--- config.mk ---
export PLATFORM = sky130hd
export DESIGN_NAME = fifo_rd_ctrl_flat
export DESIGN_NICKNAME = d
export VERILOG_FILES = /design/src/rtl/fifo_rd_ctrl_pkg.sv /design/src/rtl/fifo_rd_ctrl_if.sv /design/src/rtl/fifo_rd_ctrl_skid_buf2.sv /design/src/rtl/fifo_rd_ctrl.sv /design/src/flat_wrapper.sv
export SDC_FILE = /design/constraint.sdc
export NUM_CORES = 1
export LEC_CHECK = 0
export CAP_MARGIN = 5
export CELL_PAD_IN_SITES_DETAIL_PLACEMENT = 0
export CELL_PAD_IN_SITES_GLOBAL_PLACEMENT = 2
export CORE_MARGIN = 5
export CORE_UTILIZATION = 34
export DETAILED_ROUTE_END_ITERATION = 8
export GPL_TIMING_DRIVEN = 1
export HOLD_SLACK_MARGIN = 0.06
export PLACE_DENSITY_LB_ADDON = 0.05
export SYNTH_ARGS = -nofsm -noshare
export SYNTH_HDL_FRONTEND = slang
export SYNTH_SLANG_ARGS = --single-unit
--- constraint.sdc ---
create_clock -name clk -period 6.83 [get_ports clk]
set_clock_uncertainty 0.05 [all_clocks]
set_input_delay 1.366 -clock clk [delete_from_list [all_inputs] [get_ports clk]]
set_output_delay 1.366 -clock clk [all_outputs]
set_load 0.02 [all_outputs]
--- src/rtl/fifo_rd_ctrl_pkg.sv ---
// Shared definitions for the FIFO read-side controller: controller states,
// default widths and the skid-occupancy arithmetic used by the fetch decision.
package fifo_pkg;

  localparam int DATA_WIDTH_DEF = 8;
  localparam int CNT_WIDTH_DEF  = 16;

  typedef enum logic [1:0] {
    IDLE  = 2'd0,
    RUN   = 2'd1,
    DRAIN = 2'd2
  } state_t;

  // Skid occupancy after this edge: buffered words plus in-flight capture minus pop.
  function automatic logic [2:0] occ_next(input logic [1:0] occ,
                                          input logic       pend,
                                          input logic       pop);
    return {1'b0, occ} + {2'b00, pend} - {2'b00, pop};
  endfunction

endpackage

--- src/rtl/fifo_rd_ctrl_if.sv ---
// FIFO read port plus valid/ready output stream of the read controller.
interface fifo_rd_ctrl_if
  import fifo_pkg::*;
#(
  parameter int DATA_WIDTH = DATA_WIDTH_DEF
);

  logic                  fifo_empty;
  logic [DATA_WIDTH-1:0] fifo_data;
  logic                  fifo_rd;
  logic                  out_valid;
  logic [DATA_WIDTH-1:0] out_data;
  logic                  out_ready;

  modport master (
    input  fifo_empty, fifo_data, out_ready,
    output fifo_rd, out_valid, out_data
  );

  modport slave (
    output fifo_empty, fifo_data, out_ready,
    input  fifo_rd, out_valid, out_data
  );

endinterface

--- src/rtl/fifo_rd_ctrl_skid_buf2.sv ---
// Two-entry register FIFO: absorbs words already fetched from the FIFO while
// the consumer stalls; head is always the oldest word.
module skid_buf2
  import fifo_pkg::*;
#(
  parameter int DATA_WIDTH = DATA_WIDTH_DEF
) (
  input  logic                  clk,
  input  logic                  reset,
  input  logic                  push,
  input  logic [DATA_WIDTH-1:0] din,
  input  logic                  pop,
  output logic [1:0]            occ,
  output logic [DATA_WIDTH-1:0] head
);

  logic [DATA_WIDTH-1:0] e0_r, e1_r, e0_n, e1_n;
  logic [1:0]            occ_r, occ_n;
  logic                  pop_s;

  assign pop_s = pop & (occ_r != 2'd0);

  // Next entry contents and occupancy for push/pop combinations.
  always_comb begin
    e0_n  = e0_r;
    e1_n  = e1_r;
    occ_n = occ_r;
    case ({push, pop_s})
      2'b10: begin
        if (occ_r == 2'd0) begin
          e0_n  = din;
          occ_n = 2'd1;
        end else if (occ_r == 2'd1) begin
          e1_n  = din;
          occ_n = 2'd2;
        end else begin
          occ_n = occ_r;
        end
      end
      2'b01: begin
        e0_n  = e1_r;
        occ_n = occ_r - 2'd1;
      end
      2'b11: begin
        if (occ_r == 2'd1) begin
          e0_n = din;
        end else begin
          e0_n = e1_r;
          e1_n = din;
        end
      end
      default: begin
        occ_n = occ_r;
      end
    endcase
  end

  // Entry and occupancy registers.
  always_ff @(posedge clk or negedge reset) begin
    if (!reset) begin
      e0_r  <= '0;
      e1_r  <= '0;
      occ_r <= 2'd0;
    end else begin
      e0_r  <= e0_n;
      e1_r  <= e1_n;
      occ_r <= occ_n;
    end
  end

  assign occ  = occ_r;
  assign head = e0_r;

endmodule

--- src/rtl/fifo_rd_ctrl.sv ---
// Read-side controller: fetches from a one-cycle-latency FIFO into a 2-entry
// skid buffer and presents the words on a valid/ready stream.
module fifo_rd_ctrl
  import fifo_pkg::*;
#(
  parameter int DATA_WIDTH = DATA_WIDTH_DEF,
  parameter int CNT_WIDTH  = CNT_WIDTH_DEF
) (
  input  logic                 clk,
  input  logic                 reset,
  input  logic                 en,
  fifo_rd_ctrl_if.master       bus,
  output logic                 busy,
  output logic [CNT_WIDTH-1:0] word_cnt
);

  state_t                state_r, state_n;
  logic                  pend_r;
  logic                  busy_r;
  logic [CNT_WIDTH-1:0]  word_cnt_r;
  logic [1:0]            occ_s;
  logic [DATA_WIDTH-1:0] head_s;
  logic                  valid_s;
  logic                  pop_s;
  logic                  fifo_rd_s;
  logic [2:0]            occ_after_s;

  assign valid_s     = (occ_s != 2'd0);
  assign pop_s       = valid_s & bus.out_ready;
  assign occ_after_s = occ_next(occ_s, pend_r, pop_s);

  // Fetch only when the word can still land in the skid after this edge.
  always_comb begin
    fifo_rd_s = 1'b0;
    if ((state_r == RUN) && en && !bus.fifo_empty && (occ_after_s < 3'd2)) begin
      fifo_rd_s = 1'b1;
    end else begin
      fifo_rd_s = 1'b0;
    end
  end

  // Controller next state.
  always_comb begin
    state_n = state_r;
    case (state_r)
      IDLE: begin
        if (en) begin
          state_n = RUN;
        end else begin
          state_n = IDLE;
        end
      end
      RUN: begin
        if (en) begin
          state_n = RUN;
        end else if ((occ_s != 2'd0) || pend_r) begin
          state_n = DRAIN;
        end else begin
          state_n = IDLE;
        end
      end
      DRAIN: begin
        if (en) begin
          state_n = RUN;
        end else if (!pend_r && (occ_after_s == 3'd0)) begin
          state_n = IDLE;
        end else begin
          state_n = DRAIN;
        end
      end
      default: begin
        state_n = IDLE;
      end
    endcase
  end

  // State, in-flight flag, busy and delivered-word counter.
  always_ff @(posedge clk or negedge reset) begin
    if (!reset) begin
      state_r    <= IDLE;
      pend_r     <= 1'b0;
      busy_r     <= 1'b0;
      word_cnt_r <= '0;
    end else begin
      state_r <= state_n;
      pend_r  <= fifo_rd_s;
      busy_r  <= (state_n != IDLE);
      if (pop_s) begin
        word_cnt_r <= word_cnt_r + {{(CNT_WIDTH-1){1'b0}}, 1'b1};
      end else begin
        word_cnt_r <= word_cnt_r;
      end
    end
  end

  skid_buf2 #(
    .DATA_WIDTH(DATA_WIDTH)
  ) u_skid (
    .clk   (clk),
    .reset (reset),
    .push  (pend_r),
    .din   (bus.fifo_data),
    .pop   (pop_s),
    .occ   (occ_s),
    .head  (head_s)
  );

  assign bus.fifo_rd   = fifo_rd_s;
  assign bus.out_valid = valid_s;
  assign bus.out_data  = head_s;
  assign busy          = busy_r;
  assign word_cnt      = word_cnt_r;

endmodule

--- src/flat_wrapper.sv ---
// flat-port wrapper written by rule: the top's interface ports become plain ports
module fifo_rd_ctrl_flat import fifo_pkg::*;
#(
  parameter int DATA_WIDTH = DATA_WIDTH_DEF,
  parameter int CNT_WIDTH  = CNT_WIDTH_DEF
)
  (clk, reset, en, busy, word_cnt, bus_fifo_empty, bus_fifo_data, bus_out_ready, bus_fifo_rd, bus_out_valid, bus_out_data);
  fifo_rd_ctrl_if #(.DATA_WIDTH(DATA_WIDTH)) bus_i ();
  input  logic clk;
  input  logic reset;
  input  logic en;
  output logic busy;
  output logic [CNT_WIDTH-1:0] word_cnt;
  input wire logic [$bits(bus_i.fifo_empty)-1:0] bus_fifo_empty;
  input wire logic [$bits(bus_i.fifo_data)-1:0] bus_fifo_data;
  input wire logic [$bits(bus_i.out_ready)-1:0] bus_out_ready;
  output wire logic [$bits(bus_i.fifo_rd)-1:0] bus_fifo_rd;
  output wire logic [$bits(bus_i.out_valid)-1:0] bus_out_valid;
  output wire logic [$bits(bus_i.out_data)-1:0] bus_out_data;
  assign bus_i.fifo_empty = bus_fifo_empty;
  assign bus_i.fifo_data = bus_fifo_data;
  assign bus_i.out_ready = bus_out_ready;
  assign bus_fifo_rd = bus_i.fifo_rd;
  assign bus_out_valid = bus_i.out_valid;
  assign bus_out_data = bus_i.out_data;
  fifo_rd_ctrl #(.DATA_WIDTH(DATA_WIDTH), .CNT_WIDTH(CNT_WIDTH)) u_core (.clk(clk), .reset(reset), .en(en), .bus(bus_i), .busy(busy), .word_cnt(word_cnt));
endmodule
Word-level counts from Yosys, hierarchy flattened
Cells that the tools add are included.
W data, S select, Z words.
{ "op_classes": {"shifts": 0, "n_eq_ne": 10, "n_mul": 0, "bitwise": 2, "order_cmp": 1, "mux": 16, "n_reduce_logical": 18, "n_div": 0, "addsub": 4} }
{ "op_table": {"columns": ["cell", "n"], "rows": [
  ["$mux W8", 4],
  ["$pmux W8 S3", 1],
  ["$add A16 B1 Y16 const B", 1],
  ["$pmux W8 S2", 1],
  ["$mux W2", 6],
  ["$reduce_bool A2 Y1", 4],
  ["$eq A2 B1 Y1 const B", 3],
  ["$eq A2 B2 Y1 const B", 3],
  ["$ne A2 B2 Y1 const B", 3],
  ["$pmux W2 S3", 1],
  ["$logic_and A1 B1 Y1", 4],
  ["$logic_not A2 Y1", 2],
  ["$pmux W2 S2", 1],
  ["$reduce_and A2 Y1", 2],
  ["$add A2 B1 Y3", 1],
  ["$logic_not A3 Y1", 1],
  ["$lt A3 B2 Y1 const B", 1],
  ["$ne A3 B3 Y1 const B", 1],
  ["$reduce_and A3 Y1", 1],
  ["$reduce_bool A3 Y1", 1],
  ["$sub A3 B1 Y3", 1],
  ["$and A1 B1 Y1", 2],
  ["$logic_not A1 Y1", 2],
  ["$mux W1", 2],
  ["2 further kinds", 2]
]} }
{ "totals": {"input_bits": 13, "wordCells": 58, "output_inout_bits": 27, "reg_bits": 38, "memories": 0, "mem_bits_rw": 0, "latchBits": 0, "rom_bits": 0} }

Depth between registers and ports, before layout
Gate-level depths: netlist (run 1).
{ "logic_depth": {"ltp_word": 9, "depth_mapped": 11, "mapped_depth_nobuf": 10} }

Modules after synthesis
Synthesis (run 1) repeated with hierarchy kept, for this count alone.
{ "hier_totals": {"hier_cells": 149, "area_unflattened_um2": 1878.1} }
{ "modules_own_cells": {"columns": ["module", "area_per_inst_um2", "cells_each", "n_inst", "seq_area_each_um2"], "rows": [
  ["fifo_rd_ctrl", 1001.0, 81, 1, 500.5],
  ["skid_buf2", 877.1, 68, 1, 450.4]
]} }

Least setup slack after synthesis (run 1)
Ideal clock, no wire load.
{ "synth_path": {"path_kind": "input-to-output", "from": "input port bus_out_ready", "to": "output port bus_fifo_rd", "t_required_ps": 5414, "arrival_time_ps": 3110, "setup_slack_ps": 2304, "n_path_buf": 0, "stages": 7, "cell_sequence": "nor2b_1 > ha_1 > inv_1 > ha_1 > fa_1 > xnor2_1 > nor3_1"} }
{ "synth_between": {"elab_chain_len": 5} }
{ "synth_rtl": {"columns": ["element", "line_no", "text"], "rows": [
  ["start, declared", "flat_wrapper.sv:16", "input wire logic [$bits(bus_i.out_ready)-1:0] bus_out_ready;"],
  ["$and A1 B1 Y1", "fifo_rd_ctrl.sv:29", "assign pop_s = valid_s & bus.out_ready;"],
  ["$sub A3 B1 Y3", "fifo_rd_ctrl_pkg.sv:18", "return {1'b0, occ} + {2'b00, pend} - {2'b00, pop};"],
  ["$lt A3 B2 Y1", "fifo_rd_ctrl.sv:35", "if ((state_r == RUN) && en && !bus.fifo_empty && (occ_after_s < 3'd2)) begin"],
  ["$logic_and A1 B1 Y1", "fifo_rd_ctrl.sv:35", null],
  ["$mux W1", "fifo_rd_ctrl.sv:35", null],
  ["end, declared", "flat_wrapper.sv:17", "output wire logic [$bits(bus_i.fifo_rd)-1:0] bus_fifo_rd;"]
]} }
No other way between the ends.

Worst setup path in the final report (run 1)
{ "layout_path": {"from": "input port bus_out_ready", "to": "output port bus_fifo_rd"} }
{ "layout_between": {"elab_chain_len": 5} }
{ "layout_rtl": {"columns": ["element", "line_no", "text"], "rows": [
  ["$and A1 B1 Y1", "fifo_rd_ctrl.sv:29", null],
  ["named net u_core.pop_s", "fifo_rd_ctrl.sv:24", "logic pop_s;"],
  ["$sub A3 B1 Y3", "fifo_rd_ctrl_pkg.sv:18", null],
  ["$lt A3 B2 Y1", "fifo_rd_ctrl.sv:35", null],
  ["$logic_and A1 B1 Y1", "fifo_rd_ctrl.sv:35", null],
  ["$mux W1", "fifo_rd_ctrl.sv:35", null]
]} }
The timed path passes the listed nets, and every way through them passes these cells.

==> results of run 1 <==
-- layout make-up --
class | instances | area [sq um] | area share, %
Clock buffer | 8 | 110 | 4.44
Tap cell | 72 | 90.1 | 3.63
Inverter | 8 | 30.0 | 1.21
Timing Repair Buffer | 41 | 400 | 16.1
Multi-Input combinational cell | 127 | 900 | 36.3
Sequential cell | 38 | 951 | 38.3
-- placed cells by master, fill, tap and decap left out, types with 2 or more instances in the layout --
master / netlist / final
a21oi_1: 11 / 11
and3_1: 2 / 2
buf_4: 0 / 2
clkbuf_8: 0 / 8
clkdlybuf4s50_1: 0 / 38
dfrtp_1: 38 / 38
ha_1: 5 / 5
inv_1: 8 / 8
mux2_2: 9 / 9
mux2i_1: 8 / 8
nand2_1: 15 / 15
nand3_1: 7 / 7
nand3b_1: 2 / 2
nand4_1: 5 / 5
nor2_1: 5 / 5
nor2b_1: 3 / 3
o21ai_0: 12 / 12
o31ai_1: 9 / 9
or3_1: 8 / 8
xnor2_1: 15 / 15
xor2_1: 2 / 2
-- critical path, delay by kind of cell --
kind / cells / cell delay (ns)
AND/OR/NAND/NOR: 2 / 0.60
XOR/XNOR: 1 / 0.15
adder cells (fa/ha/maj): 3 / 0.80
buffers and inverters: 4 / 1.41
-- through the flow --
step	area [sq um]	utilization [%]	total power, mW
4_1_cts	2480	45.3	1.01
2_1_floorplan	1910	-	0.661
3_3_place_gp	2370	43.3	0.811
5_1_grt	2480	45.3	1.08
6_report	2480	45.3	0.997
3_5_place_dp	2370	43.3	0.827
-- routing by layer --
metal  GRT usage [%]  share of wire [%]  wire [um]  vias up
met2            21.4                 49       2110       27
met3            3.20                4.6        196        6
met1            14.8                 45       1940      717
met4            5.04                1.2         53        0
met5               0                  0          0        -
li1                -                  -          -      716
-- where the power goes --
group | internal (mW) | switching, mW | total, mW
sequential | 0.301 | 0.0694 | 0.371
combinational | 0.220 | 0.227 | 0.447
clock | 0.102 | 0.0775 | 0.179
-- state kept, by name (all words and copies together), names as in the netlist --
signal	flops
u_core.pend_r	1
u_core.u_skid.head	8
u_core.word_cnt	16
u_core.state_r	2
u_core.u_skid.e1_r	8
u_core.u_skid.occ	2
u_core.busy	1
-- worst paths after layout --
check	startpoint	endpoint	depth (start not counted)
setup / recovery	bus_out_ready	bus_fifo_rd	10
hold / removal	u_core.word_cnt[15]	u_core.word_cnt[15]	1
setup reg to reg	u_core.pend_r	u_core.busy	7
hold reg to reg	u_core.word_cnt[15]	u_core.word_cnt[15]	1
max in group asynchronous	reset	u_core.u_skid.head[6]	1
min in group asynchronous	reset	u_core.busy	1
-- cell families (layout without fill, tap and decap cells) --
| family | count (synthesis) | after routing | synth area share, % |
|---|---|---|---|
| flip-flops | 38 | 38 | 49.7 |
| buffers and inverters | 15 | 57 | 3.33 |
| adder cells (fa/ha/maj) | 6 | 6 | 4.31 |
| XOR/XNOR | 17 | 17 | 7.78 |
| multiplexers | 17 | 17 | 9.48 |
| AO/OA/AOI/OAI | 34 | 34 | 10.4 |
| AND/OR/NAND/NOR | 53 | 53 | 15.0 |
==> flow_summary.ini, run 1 <==
[status]
outcome = finished clean

[floorplanning]
start_util_pct = 35.0
core-area_sq_um = 5470
dieArea_sq_um = 7230
die_w_um = 85.0
rows = 27
io-pin-count = 40
die_h_um = 85.0

[worst_setup_path]
cp-end-kind = primary output
startpoint_type = primary input
crit_arrival_ns = 4.34
worstPathMaxFanout = 24
critPathKind = in -> out
worstPathRequired_ns = 5.41
r2r_slack_ns = 3.90
crit_chain = clkdlybuf4s50_1 > buf_4 > nor2b_1 > ha_1 > inv_1 > ha_1 > fa_1 > xnor2_1 > nor3_1 > clkdlybuf4s50_1
slowest_stage = clkdlybuf4s50_1
cp_slowest_stage_delay_ns = 0.65

[yosys]
synth.top_cell.area_share_pct = 49.7
synth_edf_count = 0
syn_area_sq_um = 1910
synthArstFlopShare_pct = 100
synth_common_cells = dfrtp_1 (38), nand2_1 (15), xnor2_1 (15), o21ai_0 (12), a21oi_1 (11)
seq_area_frac_synth_pct = 49.7
yosys.area.top_type = dfrtp_1
synth_cell_types = 29
synth_area_per_cell_sq_um = 10.6
yosys_most_used_dff = dfrtp_1
yosysMostFrequentCell = dfrtp_1
yosys-top-cells-area = dfrtp_1 (50%), xnor2_1 (6.9%), mux2_2 (5.3%)
postSynthCellCount = 180
synth_nets = 199
yosysWarnings = 0
ys_seq_elements = 38

[clock_tree]
clockBufferDepth = 2
cts_tree = done
path_clk_slew_ns = 0.07
ctsHtreeMaxLevel = 2
clkLatencyLatePin_ns = 0.29
cts_made_buffers = 5
cts_sinks = 38
cts-root-buf = clkbuf_8
cts_resized = 0
cts_setup_buffers = 0
ctsHoldBuffers = 0

[route]
antenna_left = 0
drt-pass1-iter-count = 4
drt_iter0_drc = 81
wl_per_cell_um = 14.6
drcViolationCount = 0
viasPerCell = 4.99
totalWireLength_mm = 4.31
vias = 1466

[final_layout]
area_delta_synth_final_pct = 29.6
num_antenna_cells = 0
drive_above_1_share_pct = 9.91
final_cells = 294
nFillCells = 546
layout.nets = 240

[sta]
hold_viol = 0
min_period_ns = 5.75
finalCritPeriodShare_pct = 84.2
fin_setup_tns_ns = 0
whs_ns = 0.433
rsz0062_at_grt = no
fmax_ghz = 0.174
finalMaxSlewViolations = 0
setup_violations = 0
worstMarginPinSlew_ns = 0.875
setup_ws_ns = 1.08
max_slew_margin_pct = 41.6

[global_route]
grt_pass1_vias = 1497
grt_overflow = 0
grtUsageTotal_pct = 12.5
grt_max_degree = 39
antenna_found_initial = 0
grt_pass1_wl_mm = 7.18

[power]
total_leakage_power_nw = 1.02
peakVddDrop_uv = 201
power_density_nw_per_um2 = 402

[placed_design]
gp_congestion = 0.714
dp.cells = 286
place_ws_ns = 1.05
io_buffers = 39
post-dp-hpwl_mm = 2.93

[run]
cap_violations = 0

[min_path]
min_path_type = reg -> reg
Note: power is estimated with default switching activity, not from simulation.
==> run 2: changes to the inputs <==
CORE_UTILIZATION = 29   (was 34)
clock period = 5.2 ns   (was 6.83 ns; I/O delays follow)
==> run 2 against run 1 <==
Compared with the run above:
- sequential cell count unchanged
- power increased by 30%
- clock-buffer cell count decreased by 1
- sequential share of layout area increased by 0.078 points
- design area decreased by 0.20%
- die area increased by 15%
- sequential power increased by 29%
==> flow_summary.ini, run 2 (synthesis results as in run 1) <==
[power]
switching_power_uw = 501
peakVddDrop_uv = 309
total_leakage_power_nw = 1.01
p_seq_share_pct = 37.0
p_comb_share_pct = 46.7
p_clk_share_pct = 16.3
power_density_nw_per_um2 = 523
p_int_uw = 795
sw_frac_of_total_pct = 38.7

[sta]
fin_setup_tns_ns = 0
setup_violations = 0
finalCritPeriodShare_pct = 92.7
whs_ns = 0.422
max_slew_margin_pct = 40.2
rsz0062_at_grt = no
finalMaxSlewViolations = 0
fmax_ghz = 0.207
worstMarginPinSlew_ns = 0.896
setup_ws_ns = 0.380
min_period_ns = 4.82
hold_viol = 0

[floorplanning]
rows = 29
io-pin-count = 40
die_h_um = 91.2
start_util_pct = 30.0
die_w_um = 91.2
core-area_sq_um = 6390
dieArea_sq_um = 8330

[worst_setup_path]
reg2reg_depth = 9
slowest_stage = clkdlybuf4s50_1
worstPathRequired_ns = 4.11
worstPathMaxFanout = 4
startpoint_type = primary input
crit_chain = clkdlybuf4s50_1 > nor2b_1 > ha_1 > inv_1 > ha_1 > fa_1 > xnor2_1 > nor3_1 > clkdlybuf4s50_1
critPathLaunch = bus_out_ready
cp_slowest_stage_delay_ns = 0.65
cp-end-kind = primary output
critPathKind = in -> out
crit_arrival_ns = 3.73
r2r_slack_ns = 2.40
reg2reg_to = u_core.busy
timing.rr.start = u_core.u_skid.occ[1]

[final_layout]
nFillCells = 631
layout.nets = 241
utilization_pct = 38.8
area_delta_synth_final_pct = 29.3
largest_reg_flops = 16
final_cell_mix = clkdlybuf4s50_1 (38), dfrtp_1 (38), xnor2_1 (15), nand2_1 (15), o21ai_0 (12)
drive_above_1_share_pct = 9.87
num_antenna_cells = 0

[global_route]
antenna_found_initial = 0
grt_pass1_vias = 1542
grt_max_degree = 39
met3_usage_pct = 3.88
met2_usage_pct = 18.8
grt_pass1_wl_mm = 7.59
grtUsageTotal_pct = 11.6
grt_overflow = 0
grtUsageMet1_pct = 14.4
grt.busiest_layer = met2

[route]
viasPerCell = 4.92
drt-pass1-iter-count = 4
wl_per_cell_um = 15.5
drcViolationCount = 0
totalWireLength_mm = 4.64
drt_iter0_drc = 91
vias = 1475
antenna_left = 0

[run]
cap_violations = 0

[clock_tree]
cts_setup_buffers = 0
cts_tree = done
path_clk_slew_ns = 0.07
ctsHoldBuffers = 0
ctsHtreeMaxLevel = 2
cts_resized = 0
cts_made_buffers = 5
cts_sinks = 38
clkLatencyLatePin_ns = 0.29
cts-root-buf = clkbuf_8
clockBufferDepth = 2

[min_path]
min_path_type = reg -> reg
hold_depth = 1
hp-start = u_core.word_cnt[15]
holdPathEnd = u_core.word_cnt[15]

[placed_design]
place_ws_ns = 0.369
io_buffers = 39
gp_congestion = 0.686
post-dp-hpwl_mm = 3.12

[status]
outcome = finished clean
==> run 2: cell types whose count changed in the layout (fill, tap and decap cells not counted) <==
cell	before	now
clkbuf_8	8	6
clkinv_2	0	1
buf_4	2	3
clkbuf_1	0	1
==> run 2: worst max-delay path by stage <==
stage / end / slack, ns / cells past startpoint
after floorplan: bus_fifo_rd / 1.33 / 7
after global placement: bus_fifo_rd / 0.46 / 9
after detailed placement: bus_fifo_rd / 0.37 / 9
after CTS: bus_fifo_rd / 0.36 / 9
after global routing: bus_fifo_rd / 0.19 / 9
final: bus_fifo_rd / 0.38 / 9
==> run 2: power groups by stage <==
stage          registers [mW]  logic (mW)  clock network [mW]
6_report                0.479       0.605               0.211
5_1_grt                 0.495       0.670               0.233
4_1_cts                 0.479       0.616               0.223
3_5_place_dp            0.484       0.613                   0
3_3_place_gp            0.476       0.594                   0
2_1_floorplan           0.539       0.330                   0
==> run 2: final cells by class <==
type | count | area (sq um) | share of cell area, %
flip-flops and latches | 38 | 951 | 38.4
multi-input cells | 127 | 900 | 36.3
repair buffers | 42 | 408 | 16.5
well taps | 77 | 96.3 | 3.89
clock buffers | 7 | 86.3 | 3.49
inverters | 8 | 30.0 | 1.21
clock inverters | 1 | 5.00 | 0.202
==> run 2: layer usage <==
metal / share of wire, % / vias up
met4: 1.4 / 0
met5: 0 / -
met2: 48 / 27
met1: 47 / 722
li1: - / 719
met3: 4.2 / 7
==> run 2: stage by stage <==
stage                     std cells  total power [mW]  area, sq um
after floorplan                 180             0.869         1910
after global placement          292              1.07         2380
after detailed placement        292              1.10         2380
after CTS                       300              1.32         2480
after global routing            300              1.40         2480
final                           300              1.30         2480
==> run 2: worst max-delay path: cells and delay by family <==
family                     cells  cell delay (ns)
xor gates and xnor gates       1             0.15
adders and majority gates      3             0.82
buffers and inverters          3             1.16
and+or+nand+nor                2             0.55
